[src/rtl/display_pkg.sv]
// +----------------------------------------------------------------------------+
// | display_pkg: shared digit-code alphabet, display limit and converter state.  |
// | Revision: 1.0                                                                |
// +----------------------------------------------------------------------------+
`default_nettype none

package display_pkg;

  localparam logic [3:0] DIG_BLANK   = 4'd10;
  localparam logic [3:0] DIG_E       = 4'd11;
  localparam logic [3:0] DIG_R       = 4'd12;
  localparam int         MAX_DISPLAY = 999;

  typedef enum logic [1:0] {
    IDLE   = 2'd0,
    SHIFT  = 2'd1,
    FINISH = 2'd2
  } score_state_t;

endpackage

`default_nettype wire

[src/rtl/bcd_add3.sv]
// +----------------------------------------------------------------------------+
// | bcd_add3: double-dabble nibble correction, adds 3 when the nibble is >= 5.   |
// | Revision: 1.0                                                                |
// +----------------------------------------------------------------------------+
`default_nettype none

module bcd_add3 (
  input  logic [3:0] i_nib,
  output logic [3:0] o_nib
);

  assign o_nib = (i_nib >= 4'd5) ? i_nib + 4'd3 : i_nib;

endmodule

`default_nettype wire

[src/rtl/score_digits.sv]
// +----------------------------------------------------------------------------+
// | score_digits: iterative binary-to-BCD converter driving three digit codes.   |
// | Option macro: SCORE_LEAD_ZERO_BLANK_EN (blank leading zeros).                |
// | Revision: 1.0                                                                |
// +----------------------------------------------------------------------------+
`default_nettype none

module score_digits #(
  parameter int WIDTH = 10
) (
  input  logic             CLK,
  input  logic             RESETN,
  input  logic             START,
  input  logic [WIDTH-1:0] VALUE,
  output logic             BUSY,
  output logic             DONE,
  output logic [3:0]       DIG2,
  output logic [3:0]       DIG1,
  output logic [3:0]       DIG0
);

  import display_pkg::*;

  localparam int               c_cnt_w = $clog2(WIDTH + 1);
  localparam logic [c_cnt_w-1:0] c_last = c_cnt_w'(WIDTH - 1);
`ifdef SCORE_LEAD_ZERO_BLANK_EN
  localparam logic [3:0]       c_rst_hi = DIG_BLANK;
`else
  localparam logic [3:0]       c_rst_hi = 4'd0;
`endif

  score_state_t       r_state;
  logic [WIDTH-1:0]   r_bin;
  logic [11:0]        r_bcd;
  logic [c_cnt_w-1:0] r_cnt;
  logic               r_ovf;
  logic [11:0]        w_adj;
  logic [3:0]         w_dig2;
  logic [3:0]         w_dig1;
  logic [3:0]         w_dig0;

  for (genvar i = 0; i < 3; i++) begin : g_nib
    bcd_add3 u_add3 (
      .i_nib (r_bcd[4*i +: 4]),
      .o_nib (w_adj[4*i +: 4])
    );
  end

  always_comb begin
    w_dig2 = r_bcd[11:8];
    w_dig1 = r_bcd[7:4];
    w_dig0 = r_bcd[3:0];
`ifdef SCORE_LEAD_ZERO_BLANK_EN
    if (r_bcd[11:8] == 4'd0) w_dig2 = DIG_BLANK;
    if (r_bcd[11:4] == 8'd0) w_dig1 = DIG_BLANK;
`endif
    // Overflow wins over digit formatting; hundreds carry is meaningless then.
    if (r_ovf) begin
      w_dig2 = DIG_E;
      w_dig1 = DIG_R;
      w_dig0 = DIG_R;
    end
  end

  always_ff @(posedge CLK or negedge RESETN) begin
    if (!RESETN) begin
      r_state <= IDLE;
      r_bin   <= '0;
      r_bcd   <= '0;
      r_cnt   <= '0;
      r_ovf   <= 1'b0;
      BUSY    <= 1'b0;
      DONE    <= 1'b0;
      DIG2    <= c_rst_hi;
      DIG1    <= c_rst_hi;
      DIG0    <= 4'd0;
    end else begin
      DONE <= 1'b0;
      case (r_state)
        IDLE: begin
          if (START) begin
            r_bin   <= VALUE;
            r_bcd   <= '0;
            r_cnt   <= '0;
            r_ovf   <= (32'(VALUE) > MAX_DISPLAY);
            BUSY    <= 1'b1;
            r_state <= SHIFT;
          end
        end
        SHIFT: begin
          r_bcd <= {w_adj[10:0], r_bin[WIDTH-1]};
          r_bin <= {r_bin[WIDTH-2:0], 1'b0};
          r_cnt <= r_cnt + 1'b1;
          if (r_cnt == c_last) r_state <= FINISH;
        end
        FINISH: begin
          DIG2    <= w_dig2;
          DIG1    <= w_dig1;
          DIG0    <= w_dig0;
          DONE    <= 1'b1;
          BUSY    <= 1'b0;
          r_state <= IDLE;
        end
        default: r_state <= IDLE;
      endcase
    end
  end

endmodule

`default_nettype wire

[config.mk]
export PLATFORM = sky130hd
export DESIGN_NAME = score_digits
export DESIGN_NICKNAME = d
export VERILOG_FILES = /design/src/rtl/display_pkg.sv /design/src/rtl/bcd_add3.sv /design/src/rtl/score_digits.sv
export SDC_FILE = /design/constraint.sdc
export NUM_CORES = 1
export LEC_CHECK = 0
export BUFFER_PORTS_ARGS = -buffer_cell sky130_fd_sc_hd__buf_2
export CAP_MARGIN = 20
export CORE_UTILIZATION = 55
export DETAILED_ROUTE_END_ITERATION = 7
export GPL_ROUTABILITY_DRIVEN = 0
export GPL_TIMING_DRIVEN = 0
export HOLD_SLACK_MARGIN = 0.08
export PLACE_DENSITY = 0.75
export SKIP_CTS_REPAIR_TIMING = 1
export SLEW_MARGIN = 10
export SYNTH_ARGS = -nofsm -noshare
export SYNTH_HDL_FRONTEND = slang
export SYNTH_SLANG_ARGS = --single-unit
[constraint.sdc]
create_clock -name CLK -period 3.75 [get_ports CLK]
set_input_delay 0.1875 -clock CLK [delete_from_list [all_inputs] [get_ports CLK]]
set_output_delay 0.1875 -clock CLK [all_outputs]
set_load 0.005 [all_outputs]
# Word-level counts from Yosys, hierarchy flattened
# Cells that the tools add are included.
[classes]
order_cmp = 4
addsub = 4
eq_ne = 5
n_mux = 18
reduce_logical = 7
[op_table]
columns = ["op", "count"]
rows = [
  ["2-to-1 mux 4 bit", 6],
  ["case mux 12 bit (2 select lines)", 1],
  ["case mux 10 bit (2 select lines)", 1],
  ["greater-or-equal comparator 4 x 3 -> 1 bit, second input constant", 3],
  ["2-to-1 mux 12 bit", 1],
  ["greater-than comparator 10 bit, second input constant", 1],
  ["2-to-1 mux 10 bit", 1],
  ["adder 4 x 2 -> 4 bit, second input constant", 2],
  ["case mux 4 bit (2 select lines)", 1],
  ["AND reduction 2 bit", 4],
  ["adder 4 x 1 -> 4 bit, second input constant", 1],
  ["equality test 4 bit, second input constant", 1],
  ["2-to-1 mux 2 bit", 2],
  ["!= test 2 bit, second input constant", 2],
  ["case mux 2 bit (2 select lines)", 1],
  ["nonzero test 2 bit", 2],
  ["adder 3 x 2 -> 3 bit, second input constant", 1],
  ["2-to-1 mux 3 bit", 1],
  ["equality test 2 x 1 -> 1 bit, second input constant", 1],
  ["equality test 2 bit, second input constant", 1],
  ["zero test 2 bit", 1],
  ["2-to-1 mux 1 bit", 2],
  ["case mux 1 bit (2 select lines)", 1],
]
[totals]
input_bits = 13
register_bits = 43

# Longest topological paths before layout
# Gate-level depths: netlist of the first run.
[depth]
depth_word = 3
depth_mapped = 5
depth_no_buf = 5

# Modules after synthesis
# Synthesis of the first run repeated with hierarchy kept, for this count alone.
[hier_totals]
hier_cells = 219
area_unflattened_um2 = 2115.8
[by_module_without_submodules]
columns = ["module", "cells_per_inst", "n_inst", "area_each_um2"]
rows = [
  ["score_digits", 171, 1, 1811.7],
  ["bcd_add3", 16, 3, 101.3],
]

# Worst setup path after synthesis of the first run
# Ideal clock, no wire load.
[synth_path]
path_type = "register to register"
from = "reg r_bcd[4]"
to = "reg r_bcd[8]"
arrival_time_ns = 1.166
setup_ns = 0.101
path_slack_ns = 2.483
stages_incl_launch_ff = 6
cell_sequence = "dfrtp_1 > inv_1 > ha_1 > nor2b_1 > o21a_1 > o32ai_1"
[synth_between]
elab_chain_len = 3
elab_cells_between_ends = 4
cone_classes = "add/sub: 1; order compare: 1; mux: 2"
[synth_rtl]
columns = ["item", "line", "text"]
rows = [
  ["from (decl)", "score_digits.sv:34", "logic [11:0] r_bcd;"],
  ["from (signal assigned)", "score_digits.sv:91", "r_bcd <= {w_adj[10:0], r_bin[WIDTH-1]};"],
  ["adder 4 x 2 -> 4 bit or greater-or-equal comparator 4 x 3 -> 1 bit (tied branches)", "bcd_add3.sv:12", "assign o_nib = (i_nib >= 4'd5) ? i_nib + 4'd3 : i_nib;"],
  ["2-to-1 mux 4 bit *", "bcd_add3.sv:12", ""],
  ["case mux 12 bit (2 select lines) *", "score_digits.sv:79", "case (r_state)"],
]
# Every way passes the cells marked *; elsewhere a longest branch is shown, timed or not.
# A chain may end at the register's enable or synchronous reset.

# Final worst setup path of the first run
[layout_path]
from = "reg r_bcd[0]"
to = "reg r_bcd[1]"
# Same word-level chain as after synthesis.

==> flow_summary.toml, run 1 <==
[finish]
syn_to_final_growth_pct = 13.0
layout_common_cells = "dfrtp_1 (43), buf_2 (33), nand2_1 (27), o21ai_0 (22), inv_1 (15)"
nets = 270
antenna_cells = 0
fin_area_um2 = 2400
drive_above_1_share_pct = 18.0
layout_commonest_cell = "dfrtp_1"

[critical_path]
reg2reg_depth = 5
worstPathMaxFanout = 4
path_delay_family = "flip-flops"
startpoint = "r_bcd[0]"
r2r_end = "r_bcd[1]"
crit_type = "flop to flop"
r2r_setup_slack_ps = 2310
cp_slowest_stage_delay_ps = 420
arrival_ps = 1600
crit_chain = "inv_1 -> ha_1 -> nor2b_1 -> o21a_1 -> o221ai_1"
cp-start-kind = "flop"
crit_path_top_delay_cell = "dfrtp_1"
required_ps = 3920
end_kind = "flop"
r2r_start = "r_bcd[0]"
cp_num_buf_inv = 1

[detailed_routing]
drc_errors = 0
drt-initial-drc-count = 119
detail_route.wirelength_um = 4380
viasPerCell = 5.71
dr_total_vias = 1702
ant_nets = 0
first_pass_iters = 4
wl_per_cell_um = 14.7

[timing]
relSlewSlack_pct = 37.8
post-route-min-period_ps = 1440
hold_viol_final = 0
setup_tns_ps = 0
fmax_mhz = 696
fin_ws_ps = 2310
post-route-period-util_pct = 38.3
clock_skew_ps = 8.21
holdWs_ps = 16.5
finalSetupViolations = 0
tightest_slew_ps = 932
rsz0062_at_grt = "no"
drv_slew = 0

[logic_synthesis]
synth_compound_area_share_pct = 23.2
synth_warnings = 0
synthAdderAreaFrac_pct = 4.72
syn_area_per_cell_um2 = 9.82
synth_simple_gate_area_share_pct = 13.7
ys_ff_latch = 43
synth_top_family_by_area = "compound AO/OA/AOI/OAI gates"
syn_area_um2 = 2120
syn_nets = 237
synth_seq_area_share_pct = 50.7
synth_xor_area_share_pct = 0.826
syn_inst = 216
synth.area.mux_share_pct = 0.472
ys_types = 35

[clocking]
htreeDepth = 2
cts_root_buffer = "clkbuf_8"
cts_tree = "done"
clock_latency_ps = 300
numCtsBuffers = 5
clk_path_buf_depth = 2
numClockSinks = 43
path_clk_slew_ps = 80

[flow_run]
maxCapViolations = 0

[die]
fp.dieW_um = 64.1
core_area_um2 = 3690
rows = 22
die_h_um = 64.1
dieArea_um2 = 4110
start_util_pct = 57.5
io_pins = 27

[placed_design]
dp_slack_ps = 2280
place_area_um2 = 2310
dp_hpwl_um = 2950
io_buffers = 26

[power_and_ir_drop]
seqPwrFrac_pct = 41.0
switching_power_uw = 769
max-vdd-ir-drop_v = 0.000492
p_sw_share_pct = 40.4
cellPowerDensity_nw_per_um2 = 794
p_comb_share_pct = 43.6
internal_power_uw = 1130
p_leak_uw = 0.00112
p_clk_share_pct = 15.4

[global_routing]
first_global_vias = 1641
gr-total-overflow = 0
grt.total_usage_pct = 24.3
grt_pass1_wl_um = 7420
grt_max_degree = 44
antenna_found_initial = 0

[status]
outcome = "completed"

[hold_path]
worst_hold_path_type = "input port to async pin"
-- through the flow --
step           util [%]  total power [uW]  instances
2_1_floorplan         -              1370        216
3_3_place_gp       62.7              1580        290
3_5_place_dp       62.7              1620        290
4_1_cts            65.0              1910        298
5_1_grt            65.0              2060        298
6_report           65.0              1900        298
-- worst max path at each step --
stage                endpoint  slack [ps]  depth (start not counted)
floorplan            r_bcd[8]        2480                          5
global placement    r_bcd[10]        2310                          5
detailed placement   r_bcd[6]        2280                          5
CTS                  r_bcd[1]        2310                          5
global route         r_bcd[1]        2210                          5
finish               r_bcd[1]        2310                          5
-- power groups by stage --
stage	sequential (uW)	clock [uW]	combinational (uW)
2_1_floorplan	759	0	613
3_3_place_gp	780	0	805
3_5_place_dp	785	0	833
4_1_cts	778	299	836
5_1_grt	802	314	940
6_report	780	293	830
-- cell type report --
type / count / area [um2]
clock buffer: 6 / 72.6
fill: 326 / 1290
timing repair buffer: 26 / 130
inverter: 15 / 56.3
tap: 48 / 60.1
sequential: 43 / 1080
clock inverter: 2 / 12.5
buffer: 14 / 76.3
multi-input combinational: 144 / 912
-- Yosys cell counts --
cell type,n,share of area [%]
nand3b_1,1,0.35
or3b_1,1,0.41
clkbuf_1,3,0.53
nand2b_1,5,1.5
o221ai_1,3,1.2
mux2i_1,1,0.47
nor2b_1,13,3.8
dfrtp_1,43,51
nand4_1,2,0.59
buf_4,2,0.71
o21ba_2,1,0.47
o32ai_1,2,0.83
buf_6,1,0.53
a22oi_1,8,2.8
o21ai_0,22,5.2
xnor2_1,2,0.83
o21a_1,3,1.1
o2111ai_1,6,2.5
a32o_1,3,1.4
o31ai_1,8,2.8
a21oi_1,10,2.4
buf_1,1,0.18
nand2_1,27,4.8
o22ai_1,1,0.30
and3b_1,1,0.41
nor2_1,8,1.4
o31ai_2,1,0.59
o21bai_1,1,0.35
nand3_1,1,0.24
o211ai_1,3,1.1
buf_2,7,1.7
nor3_1,1,0.24
inv_1,15,2.7
ha_1,8,4.7
o21ai_1,1,0.24
-- state kept, by name (all words and copies together), names as in the netlist --
name     flops
DIG1         4
DONE         1
r_bcd       12
DIG2         4
r_cnt        4
BUSY         1
DIG0         4
r_ovf        1
r_bin       10
r_state      2
-- logic make-up (layout without fill, tap and decap cells) --
group,Yosys count,after routing
flip-flops,43,43
XOR/XNOR,2,2
AO/OA/AOI/OAI,73,73
multiplexers,1,1
AND/OR/NAND/NOR,60,60
buffers and inverters,29,63
adder cells (fa/ha/maj),8,8
-- metal layers --
layer	up-vias	wire length (um)	track usage, %
li1	830	-	-
met1	824	1980	30.6
met2	41	2110	38.6
met3	7	209	7.14
met4	0	76	11.1
met5	-	0	0
Note: power is estimated with default switching activity, not from simulation.
==> run 2: changes to the inputs <==
Settings changed: ABC_AREA set to 1, CORE_UTILIZATION 55 to 51, PLACE_DENSITY 0.75 to 0.74.
Clock period 3.75 ns to 1.3 ns, I/O delays scaled along.
==> run 2 against run 1 <==
- the run now ends with negative hold slack left
- clock-buffer cell count grew 2
- clock skew shrank 1.8 ps
- final cell count increased by 12%
- flip-flop and latch count is the same
- synthesized area decreased by 1.7%
- non-clock buffer count up 7
- critical endpoint is now r_bcd[10]
- largest cell class unchanged
- largest power group unchanged
==> flow_summary.toml, run 2 <==
[critical_path]
arrival_ps = 1400
required_ps = 1500
startpoint = "r_bcd[8]"
crit_type = "flop to flop"
cp-start-kind = "flop"
end_kind = "flop"
worstPathMaxFanout = 3
r2r_start = "r_bcd[8]"

[detailed_routing]
drc_errors = 0
detail_route.wirelength_um = 4390
dr_total_vias = 1764
wl_per_cell_um = 13.1
viasPerCell = 5.28
drt-initial-drc-count = 112
first_pass_iters = 4
ant_nets = 0

[global_routing]
gr-total-overflow = 0
antenna_found_initial = 0
grt.total_usage_pct = 23.3
first_global_vias = 1667
grt_max_degree = 44
grt_pass1_wl_um = 7510

[status]
violations = "negative hold slack"
outcome = "finished with violations"

[power_and_ir_drop]
p_total_uw = 6030
max-vdd-ir-drop_v = 0.00128
cellPowerDensity_nw_per_um2 = 2380
p_leak_uw = 0.00128

[timing]
fmax_mhz = 836
post-route-period-util_pct = 92.1
holdWs_ps = -97.5
post-route-min-period_ps = 1200
setup_tns_ps = 0
rsz0062_at_grt = "no"
finalSetupViolations = 0
hold_viol_final = 43
relSlewSlack_pct = 36.7
clock_skew_ps = 6.44
drv_slew = 0
tightest_slew_ps = 950

[finish]
regMostFlops = "r_bcd"
drive_above_1_share_pct = 23.4
biggestRegsByFlops = "r_bcd (12), r_bin (10)"
fillers = 317
antenna_cells = 0
largest_reg_flops = 12
layout_common_cells = "nand2_1 (60), dfrtp_1 (42), buf_2 (26), nor2_1 (24), nand3_1 (20)"
regArea_um2 = 1080
nets = 306
multi_input_area_um2 = 900
fin_area_um2 = 2530
layout_commonest_cell = "nand2_1"
syn_to_final_growth_pct = 21.4

[logic_synthesis]
ys_types = 25
synth_ff_type = "dfrtp_1"
synth_warnings = 0
synth_area_leaders = "dfrtp_1 (52%), nand2_1 (11%), nand3_1 (5.5%)"
ys_ff_latch = 43
synth_seq_area_share_pct = 51.6
yosysMostFrequentCell = "nand2_1"
async_reset_ff_share_pct = 100
synth_top_area_share_pct = 51.6
yosys.area.top_type = "dfrtp_1"
syn_area_per_cell_um2 = 8.76
yosys-top-cells-count = "nand2_1 (63), dfrtp_1 (43), nor2_1 (24)"
syn_inst = 238
syn_area_um2 = 2090
syn_nets = 259
synth_edf_count = 0

[hold_path]
worst_hold_path_type = "input port to async pin"

[die]
rows = 22
io_pins = 27
fp.dieW_um = 66.0
core_area_um2 = 3800
start_util_pct = 54.9
dieArea_um2 = 4350
die_h_um = 66.0

[placed_design]
place_area_um2 = 2280
dp_hpwl_um = 2900
io_buffers = 26

[clocking]
clk_path_buf_depth = 2
htreeDepth = 2
numClockSinks = 43
path_clk_slew_ps = 80
clock_latency_ps = 300
numCtsBuffers = 5
cts_tree = "done"
cts_root_buffer = "clkbuf_8"

[flow_run]
maxCapViolations = 0
## run 2: layout make-up
cell class | instances | share of cell area (%)
plain buffers | 7 | 2.52
clock buffers | 8 | 3.95
inverters | 19 | 3.01
multi-input cells | 169 | 35.5
flip-flops and latches | 43 | 42.5
well taps | 48 | 2.37
repair buffers | 40 | 10.1
## run 2: cell families (layout without fill, tap and decap cells)
group | Yosys count | after routing | synth area share (%)
AO/OA/AOI/OAI | 36 | 36 | 9.84
AND/OR/NAND/NOR | 125 | 125 | 27.2
flip-flops | 43 | 43 | 51.6
buffers and inverters | 26 | 74 | 6.60
adder cells (fa/ha/maj) | 8 | 8 | 4.80
## run 2: final timing paths
path,cells past startpoint,to,slack [ps]
max,6,r_bcd[10],100
min,1,DIG0[2],-100
max reg2reg,6,r_bcd[10],100
min reg2reg,2,r_bin[5],490
max in group asynchronous,1,r_state[1],740
min in group CLK,3,r_bin[2],40
## run 2: layer usage
metal	part of all wire, %	global-route usage, %	wire [um]
met1	47	29.4	2050
met4	1.7	8.78	74
met2	48	39.7	2120
met3	3.4	4.14	149
met5	0	0	0
## run 2: where the power goes
group / switching (uW) / total [uW] / internal, uW
combinational: 1640 / 2800 / 1160
sequential: 406 / 2290 / 1890
clock: 447 / 932 / 485
total: 2490 / 6030 / 3530
## run 2: worst max-delay path: stages (launching register included)
cell     delay, ps
dfrtp_1        390
buf_4          140
ha_1           180
nand2_1        110
nand4_1        110
nand3_1        110
nand2_1         50
## run 2: through the flow
step                setup WS, ps  instances  utilization, %
global placement           -18.4        312            59.9
floorplan                    147        238               -
detailed placement         -15.4        312            59.9
global route                1.01        334            66.7
CTS                        -28.3        320            62.5
finish                       103        334            66.7
==> run 3: changes to the inputs <==
Clock period 1.3 ns to 1.1 ns, I/O delays scaled along.
==> run 3 against run 2 <==
- largest power group unchanged
- die area stayed put
- the run ends with negative hold slack, negative setup slack left
- wire length is 31% higher
- via count increased by 12%
==> flow_summary.toml, run 3 (same netlist as run 2, synthesis figures left out) <==
[global_routing]
first_global_vias = 1672
grt_pass1_wl_um = 7660
grt_max_degree = 44
grt.total_usage_pct = 23.7
gr-total-overflow = 0
antenna_found_initial = 0

[power_and_ir_drop]
cellPowerDensity_nw_per_um2 = 3000
p_leak_uw = 0.00148
max-vdd-ir-drop_v = 0.00167

[die]
die_h_um = 66.0
rows = 22
dieArea_um2 = 4350
io_pins = 27
start_util_pct = 54.9
fp.dieW_um = 66.0
core_area_um2 = 3800

[clocking]
clock_latency_ps = 310
cts_root_buffer = "clkbuf_8"
clk_path_buf_depth = 2
numCtsBuffers = 5
htreeDepth = 2
path_clk_slew_ps = 90
cts_tree = "done"
numClockSinks = 43

[critical_path]
path_delay_family = "flip-flops"
crit_top_cell = "nand2_1"
crit_path_top_delay_cell = "dfrtp_1"
arrival_ps = 1410
end_kind = "flop"
crit_type = "flop to flop"
cp_slowest_stage_delay_ps = 430
worstPathMaxFanout = 4
cp_num_buf_inv = 2
cp-start-kind = "flop"
required_ps = 1300
crit_chain = "inv_2 -> ha_4 -> inv_4 -> nand2_4 -> nand3_4 -> nand2_1 -> nand3_1 -> nand2_1"

[detailed_routing]
drt-initial-drc-count = 118
viasPerCell = 5.53
drc_errors = 0
first_pass_iters = 4
wl_per_cell_um = 16.1
detail_route.wirelength_um = 5740
dr_total_vias = 1967
ant_nets = 0

[finish]
syn_to_final_growth_pct = 48.4
fillers = 225
biggestRegsByFlops = "r_bcd (12), r_bin (10)"
largest_reg_flops = 12
regMostFlops = "r_bcd"
antenna_cells = 0
layout_commonest_cell = "nand2_1"
drive_above_1_share_pct = 44.5
fin_area_um2 = 3090
nets = 328
layout_common_cells = "nand2_1 (43), dfrtp_1 (39), buf_2 (26), buf_4 (21), nor2_1 (20)"

[timing]
tightest_slew_ps = 958
post-route-min-period_ps = 1210
post-route-period-util_pct = 110
fin_ws_ps = -110
setup_tns_ps = -1440
clock_skew_ps = 13.7
holdWs_ps = -117
rsz0062_at_grt = "yes"
fmax_mhz = 827
finalSetupViolations = 27
hold_viol_final = 43
relSlewSlack_pct = 36.2
drv_slew = 0

[hold_path]
worst_hold_path_type = "input port to async pin"

[status]
outcome = "finished with violations"
violations = "negative hold slack, negative setup slack"

[placed_design]
dp_slack_ps = -149
io_buffers = 26
dp_hpwl_um = 2940
place_area_um2 = 2300

[flow_run]
maxCapViolations = 0
-- run 3: power by group --
| part | internal, uW | switching [uW] | total, uW |
|---|---|---|---|
| combinational | 2430 | 2720 | 5150 |
| clock | 676 | 576 | 1250 |
| sequential | 2240 | 625 | 2870 |
-- run 3: final timing paths --
kind | start | to | slack [ps] | depth (start not counted)
max | r_bcd[1] | r_bcd[1] | -110 | 8
max in group asynchronous | RESETN | r_state[1] | 540 | 1
min reg2reg | r_bin[9] | r_bcd[0] | 490 | 2
max reg2reg | r_bcd[1] | r_bcd[1] | -110 | 8
min in group CLK | VALUE[3] | r_bin[3] | 70 | 3
min | RESETN | DIG0[3] | -120 | 1
-- run 3: layout make-up --
type	instances	area [um2]	share of cell area, %
multi-input cells	169	1170	37.7
repair buffers	62	490	15.9
clock inverters	3	43.8	1.42
plain buffers	7	87.6	2.83
flip-flops and latches	43	1080	34.9
clock buffers	5	68.8	2.22
well taps	48	60.1	1.94
inverters	19	96.3	3.11
-- run 3: routing by layer --
metal  up-vias  share of wire (%)  global-route usage [%]  wire length [um]
met5         -                  0                       0                 0
met4         0                3.0                    8.78               172
met3        16                4.1                    5.69               237
met2        56                 52                    38.9              2980
met1       961                 41                    30.3              2350
li1        934                  -                       -                 -
-- run 3: stage by stage --
step | total power (uW) | utilization, % | std cells | hold WS, ps
after floorplan | 5010 | - | 238 | -241
after global placement | 5720 | 60.6 | 312 | 259
after global routing | 9900 | 81.5 | 356 | -32.8
after detailed placement | 5840 | 60.6 | 312 | 254
final | 9270 | 81.5 | 356 | -117
after CTS | 7080 | 63.6 | 320 | -74.9
